File: src/rtl/mlp_trainer.sv
// mlp_trainer: epoch sequencer for the MLP sample port.
// Streams a stored dataset in training mode, then replays it and scores the returned predictions.
module mlp_trainer #(
   parameter int INPUTS  = 2,
   parameter int OUTPUTS = 1,
   parameter int SAMPLES = 4,
   parameter int EPOCHS  = 100,
   parameter int WIDTH   = 16,
   localparam int AW = (SAMPLES > 1) ? $clog2(SAMPLES) : 1,
   localparam int CW = $clog2(EPOCHS + 1),
   localparam int KW = $clog2(SAMPLES + 1),
   localparam int VW = INPUTS * WIDTH,
   localparam int EW = OUTPUTS * WIDTH
) (
   input  logic          clk,
   input  logic          rst,
   input  logic          load_en,
   input  logic [AW-1:0] load_addr,
   input  logic [VW-1:0] load_values,
   input  logic [EW-1:0] load_expected,
   input  logic          start,
   input  logic          stop_on_perfect,
   input  logic [WIDTH-1:0] threshold,
   input  logic [EW-1:0] prediction,
   output logic [VW-1:0] values,
   output logic [EW-1:0] expected,
   output logic          training,
   output logic          busy,
   output logic          done,
   output logic          epoch_done,
   output logic [CW-1:0] epoch_count,
   output logic [KW-1:0] epoch_correct
);

   localparam logic [2:0] S_IDLE  = 3'd0;
   localparam logic [2:0] S_TRAIN = 3'd1;
   localparam logic [2:0] S_EVAL  = 3'd2;
   localparam logic [2:0] S_FIN   = 3'd3;
   localparam logic [2:0] S_DONE  = 3'd4;

   logic [VW-1:0] ram_v_q [SAMPLES];
   logic [EW-1:0] ram_e_q [SAMPLES];

   logic [2:0]    state_q, state_d;
   logic [KW-1:0] idx_q, idx_d;
   logic [KW-1:0] run_q, run_d;
   logic [KW-1:0] cor_q, cor_d;
   logic [CW-1:0] cnt_q, cnt_d;
   logic          stop_q, stop_d;
   logic          done_q, done_d;
   logic          edone_q, edone_d;
   logic          train_q, train_d;
   logic          busy_q, busy_d;
   logic [VW-1:0] values_q, values_d;
   logic [EW-1:0] exp_q, exp_d;
   logic [EW-1:0] prev_e_q, prev_e_d;

   logic          wr_ok;
   logic          hit;
   logic          drive;
   logic [KW-1:0] score;
   logic [KW-1:0] rd_idx;
   logic [AW-1:0] rd;

   assign wr_ok = load_en && (32'(load_addr) < SAMPLES) &&
                  (state_q == S_IDLE || state_q == S_DONE);

   always_comb begin
      hit = 1'b1;
      for (int j = 0; j < OUTPUTS; j++) begin
         if (($signed(prediction[j*WIDTH +: WIDTH]) < $signed(threshold)) !=
             ($signed(prev_e_q[j*WIDTH +: WIDTH]) < $signed(threshold)))
            hit = 1'b0;
      end
   end

   // prediction in cycle e scores the sample shown in cycle e-1
   assign score = run_q +
      KW'(state_q == S_EVAL && idx_q != '0 && hit);

   always_comb begin
      state_d = state_q;
      idx_d   = idx_q;
      run_d   = run_q;
      cor_d   = cor_q;
      cnt_d   = cnt_q;
      stop_d  = stop_q;
      done_d  = done_q;
      edone_d = 1'b0;
      unique case (state_q)
         S_IDLE, S_DONE: begin
            if (start) begin
               state_d = S_TRAIN;
               idx_d   = '0;
               run_d   = '0;
               cor_d   = '0;
               cnt_d   = '0;
               done_d  = 1'b0;
               stop_d  = stop_on_perfect;
            end
         end
         S_TRAIN: begin
            if (idx_q == KW'(SAMPLES - 1)) begin
               state_d = S_EVAL;
               idx_d   = '0;
            end else begin
               idx_d = idx_q + 1'b1;
            end
         end
         S_EVAL: begin
            run_d = score;
            if (idx_q == KW'(SAMPLES)) begin
               edone_d = 1'b1;
               cnt_d   = cnt_q + 1'b1;
               cor_d   = score;
               run_d   = '0;
               idx_d   = '0;
               if ((32'(cnt_q) + 32'd1 == 32'(EPOCHS)) ||
                   (stop_q && 32'(score) == SAMPLES))
                  state_d = S_FIN;
               else
                  state_d = S_TRAIN;
            end else begin
               idx_d = idx_q + 1'b1;
            end
         end
         S_FIN: begin
            state_d = S_DONE;
            done_d  = 1'b1;
         end
         default: state_d = S_IDLE;
      endcase
   end

   // fetch for the sample shown next cycle; a same-cycle write is forwarded
   always_comb begin
      drive  = (state_d == S_TRAIN) || (state_d == S_EVAL);
      rd_idx = (state_d == S_EVAL && idx_d == KW'(SAMPLES)) ?
               KW'(SAMPLES - 1) : idx_d;
      rd     = AW'(rd_idx);
      values_d = '0;
      exp_d    = '0;
      if (drive) begin
         if (wr_ok && load_addr == rd) begin
            values_d = load_values;
            exp_d    = load_expected;
         end else begin
            values_d = ram_v_q[rd];
            exp_d    = ram_e_q[rd];
         end
      end
      train_d  = (state_d == S_TRAIN);
      busy_d   = drive || (state_d == S_FIN);
      prev_e_d = exp_q;
   end

   always_ff @(posedge clk) begin
      if (wr_ok) begin
         ram_v_q[load_addr] <= load_values;
         ram_e_q[load_addr] <= load_expected;
      end
   end

   always_ff @(posedge clk) begin
      if (!rst) begin
         state_q  <= S_IDLE;
         idx_q    <= '0;
         run_q    <= '0;
         cor_q    <= '0;
         cnt_q    <= '0;
         stop_q   <= 1'b0;
         done_q   <= 1'b0;
         edone_q  <= 1'b0;
         train_q  <= 1'b0;
         busy_q   <= 1'b0;
         values_q <= '0;
         exp_q    <= '0;
         prev_e_q <= '0;
      end else begin
         state_q  <= state_d;
         idx_q    <= idx_d;
         run_q    <= run_d;
         cor_q    <= cor_d;
         cnt_q    <= cnt_d;
         stop_q   <= stop_d;
         done_q   <= done_d;
         edone_q  <= edone_d;
         train_q  <= train_d;
         busy_q   <= busy_d;
         values_q <= values_d;
         exp_q    <= exp_d;
         prev_e_q <= prev_e_d;
      end
   end

   assign values        = values_q;
   assign expected      = exp_q;
   assign training      = train_q;
   assign busy          = busy_q;
   assign done          = done_q;
   assign epoch_done    = edone_q;
   assign epoch_count   = cnt_q;
   assign epoch_correct = cor_q;

endmodule

File: config.mk
export PLATFORM = sky130hd
export DESIGN_NAME = mlp_trainer
export DESIGN_NICKNAME = d
export VERILOG_FILES = /design/src/rtl/mlp_trainer.sv
export SDC_FILE = /design/constraint.sdc
export NUM_CORES = 1
export LEC_CHECK = 0
export ABC_AREA = 0
export CORE_ASPECT_RATIO = 2
export CORE_MARGIN = 1.5
export CORE_UTILIZATION = 37
export DETAILED_ROUTE_END_ITERATION = 10
export SLEW_MARGIN = 20
export SYNTH_ARGS = -nofsm -noshare
export SYNTH_HDL_FRONTEND = slang
export SYNTH_SLANG_ARGS = --single-unit
File: constraint.sdc
create_clock -name clk -period 9.1 [get_ports clk]
set_input_delay 1.365 -clock clk [delete_from_list [all_inputs] [get_ports clk]]
set_output_delay 1.365 -clock clk [all_outputs]
set_load 0.05 [all_outputs]
==> reports/qor.txt <==
status: finished, final reports clean
wire per inst: 19.4 µm
startpoint types: input pin
max_cap viols: 0
Async S/R FF share, synth: 0
Max Fclk: 0.169 GHz
DRC Markers: 0
DR vias: 7,769
Setup crit end kind: register
port buffer count: 148
Synth Flop Type: edfxtp_1
final setup fails: 0
GP Congestion: 0.830
antenna violations before repair: 0
Distinct cells, synth: 57
die width: 128 µm
Max Slew Vio Count: 0
WS Path Type: in -> reg
H-tree depth: 1
first-pass GRT wire length: 44,000 µm
Post-Syn Area: 0.0116 mm²
worst relative slew slack: 0.442
syn nets: 1,022
Worst-Skew Late Latency: 0.53 ns
Nets: 1,149
Clock Sinks: 280
DP HPWL: 16,800 µm
Placement Cell Area: 0.0135 mm²
CORE AREA: 0.0309 mm²
setup_tns: 0 ns
number of routed nets with antenna violations: 0
Static Leakage: 4.97 nW
final-layout fill cell count: 2,769
largest net degree at the start of global routing: 66
Clock Pin Slew Worst Setup and Hold Paths: 0.07 ns
Max IR drop VDD: 0.121 mV
gr ovfl total: 0
Worst path slowest cell: mux2i_4
Critical Path Max Stage Delay: 0.63 ns
Worst Tran Pin Value: 0.837 ns
Min-Delay Path Class: reg -> reg
Seq/Total Area, Yosys: 0.648
required time of the critical path: 9.52 ns
1st-pass router iterations: 4
most frequent cells in the layout: edfxtp_1 (192), clkdlybuf4s50_1 (148), dfxtp_1 (88)
vias in the first global route: 7,981
clk_skew: 0.0107 ns
total wire length: 28,400 µm
FP Rows: 91
postcts setup bufs: 0
FF+latch count, synth: 280
Tcrit/Tclk final: 0.648
Hold-fix buffers, CTS: 0
cell area after layout: 0.0144 mm²
Syn Inst Count: 897
Max Root-Sink Buffers: 3
GRT Overall Usage: 0.176
min Tclk post-route: 5.90 ns
total CTS buffers: 26
commonest non-fill, non-tap cell in the layout: edfxtp_1
share of cells above drive strength 1: 0.0967
CP most frequent cell: ha_1
crit-path cells: clkdlybuf4s50_1 -> inv_1 -> ha_1 -> a21o_1 -> a21o_1 -> a211o_1 -> o2111ai_1 -> a31oi_1 -> xnor2_1 -> a211oi_1 -> ha_1 -> ha_1 -> xor2_1 -> a31oi_1 -> o21ai_0 -> nor2_2 -> mux2i_4 -> buf_16 -> buf_12 -> o211ai_1 -> o41ai_2
Resized cells post-CTS: 0
Area Overhead vs Synth: 23.8%
Starting DRT DRC Count: 431
Post-synth EDFFs: 192
Ports: 149
Root Driver: clkbuf_16
PD cells: 222 mW/mm²
CTS tree: built
CP Max Fanout: 65
diode count: 0
Initial Util: 0.377
Die H: 254 µm
critical path arrival: 6.32 ns
Syn Area/Cell: 13.0 µm²
RSZ-0062 raised after global routing: no
die area: 0.0325 mm²
via density per instance: 5.31
synth warn: 0
Final Hold Violating Endpoints: 0
## worst max-delay path, delay by kind of cell
| family | cells | cell delay [ns] |
|---|---|---|
| compound gates | 10 | 1.74 |
| xor+xnor | 2 | 0.54 |
| fa+ha+maj | 3 | 0.69 |
| buf+inv | 4 | 1.03 |
| mux | 1 | 0.63 |
| simple gates | 1 | 0.24 |
## worst paths after layout
path                             to                   start  depth (start not counted)  slack [ns]
max           values[16]$_SDFF_PN0_            threshold[1]                         21        3.20
min          prev_e_q[2]$_SDFF_PN0_  expected[2]$_SDFF_PN0_                          1        0.46
max reg2reg   values[16]$_SDFF_PN0_  prev_e_q[1]$_SDFF_PN0_                         19        4.26
min reg2reg  prev_e_q[2]$_SDFF_PN0_  expected[2]$_SDFF_PN0_                          1        0.46
## where the power goes
group	total, mW	internal, mW	switching [mW]	leakage [nW]
combinational	0.606	0.207	0.400	2.06
clock	1.12	0.652	0.467	0.433
sequential	1.47	1.44	0.0323	2.47
total	3.20	2.30	0.899	4.97
## metrics by stage
step           worst slack, ns  std cells  hold WS [ns]  total power, mW  utilization
2_1_floorplan             2.72        897         0.436             1.88            -
3_3_place_gp              2.38       1413         0.445             2.11        0.437
3_5_place_dp              2.55       1414         0.449             2.11        0.438
4_1_cts                   3.09       1462         0.468             3.23        0.466
5_1_grt                   2.81       1462         0.483             3.32        0.466
6_report                  3.20       1462         0.462             3.20        0.466
## sequential cells by signal, indices dropped and copies added (netlist names), 7 cells and up
signal / flops
prev_e_q: 16
expected: 16
ram_e_q: 64
epoch_count: 7
values: 32
ram_v_q: 128
## kinds of logic after synthesis
group                      count (synthesis)  synth area share
and+or+nand+nor                          273             0.118
xor gates and xnor gates                   6           0.00452
adders and majority gates                 38            0.0409
DFF                                      280             0.648
AOI/OAI and AO/OA                        210             0.151
muxes                                      3           0.00291
buffers and inverters                     87            0.0356
## metal layers
layer  vias to the layer above  share of wire  track usage
met5                         -              0            0
met4                         0          0.026       0.0674
met3                        48          0.040       0.0194
met2                       211           0.53        0.331
met1                      3811           0.40        0.200
li1                       3699              -            -
## cell usage after synthesis (all sizes together), types with 2 or more instances
cell type  instances  area [µm²]
a2111oi            2        36.3
a21boi             3        22.5
a21o              10        75.1
a21oi             21         109
a22oi              2        15.0
a31oi              4        25.0
and2              17         106
and3               4        25.0
buf               31         203
clkbuf            31         118
dfxtp             88        1760
edfxtp           192        5770
ha                38         475
inv               25        93.8
mux2i              3        33.8
nand2             24        90.1
nand2b             9        56.3
nand3             54         270
nand3b             2        15.0
nand4              3        18.8
nand4b             2        17.5
nor2              88         333
nor2b              7        43.8
nor3               7        35.0
nor3b              2        15.0
nor4               2        12.5
o2111ai            3        26.3
o211ai            47         403
o21ai             12        60.1
o22a               2        17.5
o22ai             48         300
o31ai              2        15.0
o32ai              2        25.0
o41ai             46         568
or3               49         307
xnor2              3        26.3
xor2               3        26.3
## final cells by class
class	count	area, µm²	area share
repair buffers	161	1610	0.112
clock inverters	16	161	0.0112
inverters	25	93.8	0.00652
clock buffers	32	724	0.0504
multi-input cells	530	3740	0.260
flip-flops and latches	280	7530	0.523
well taps	418	523	0.0364
Power figures use the tool's default switching activity.
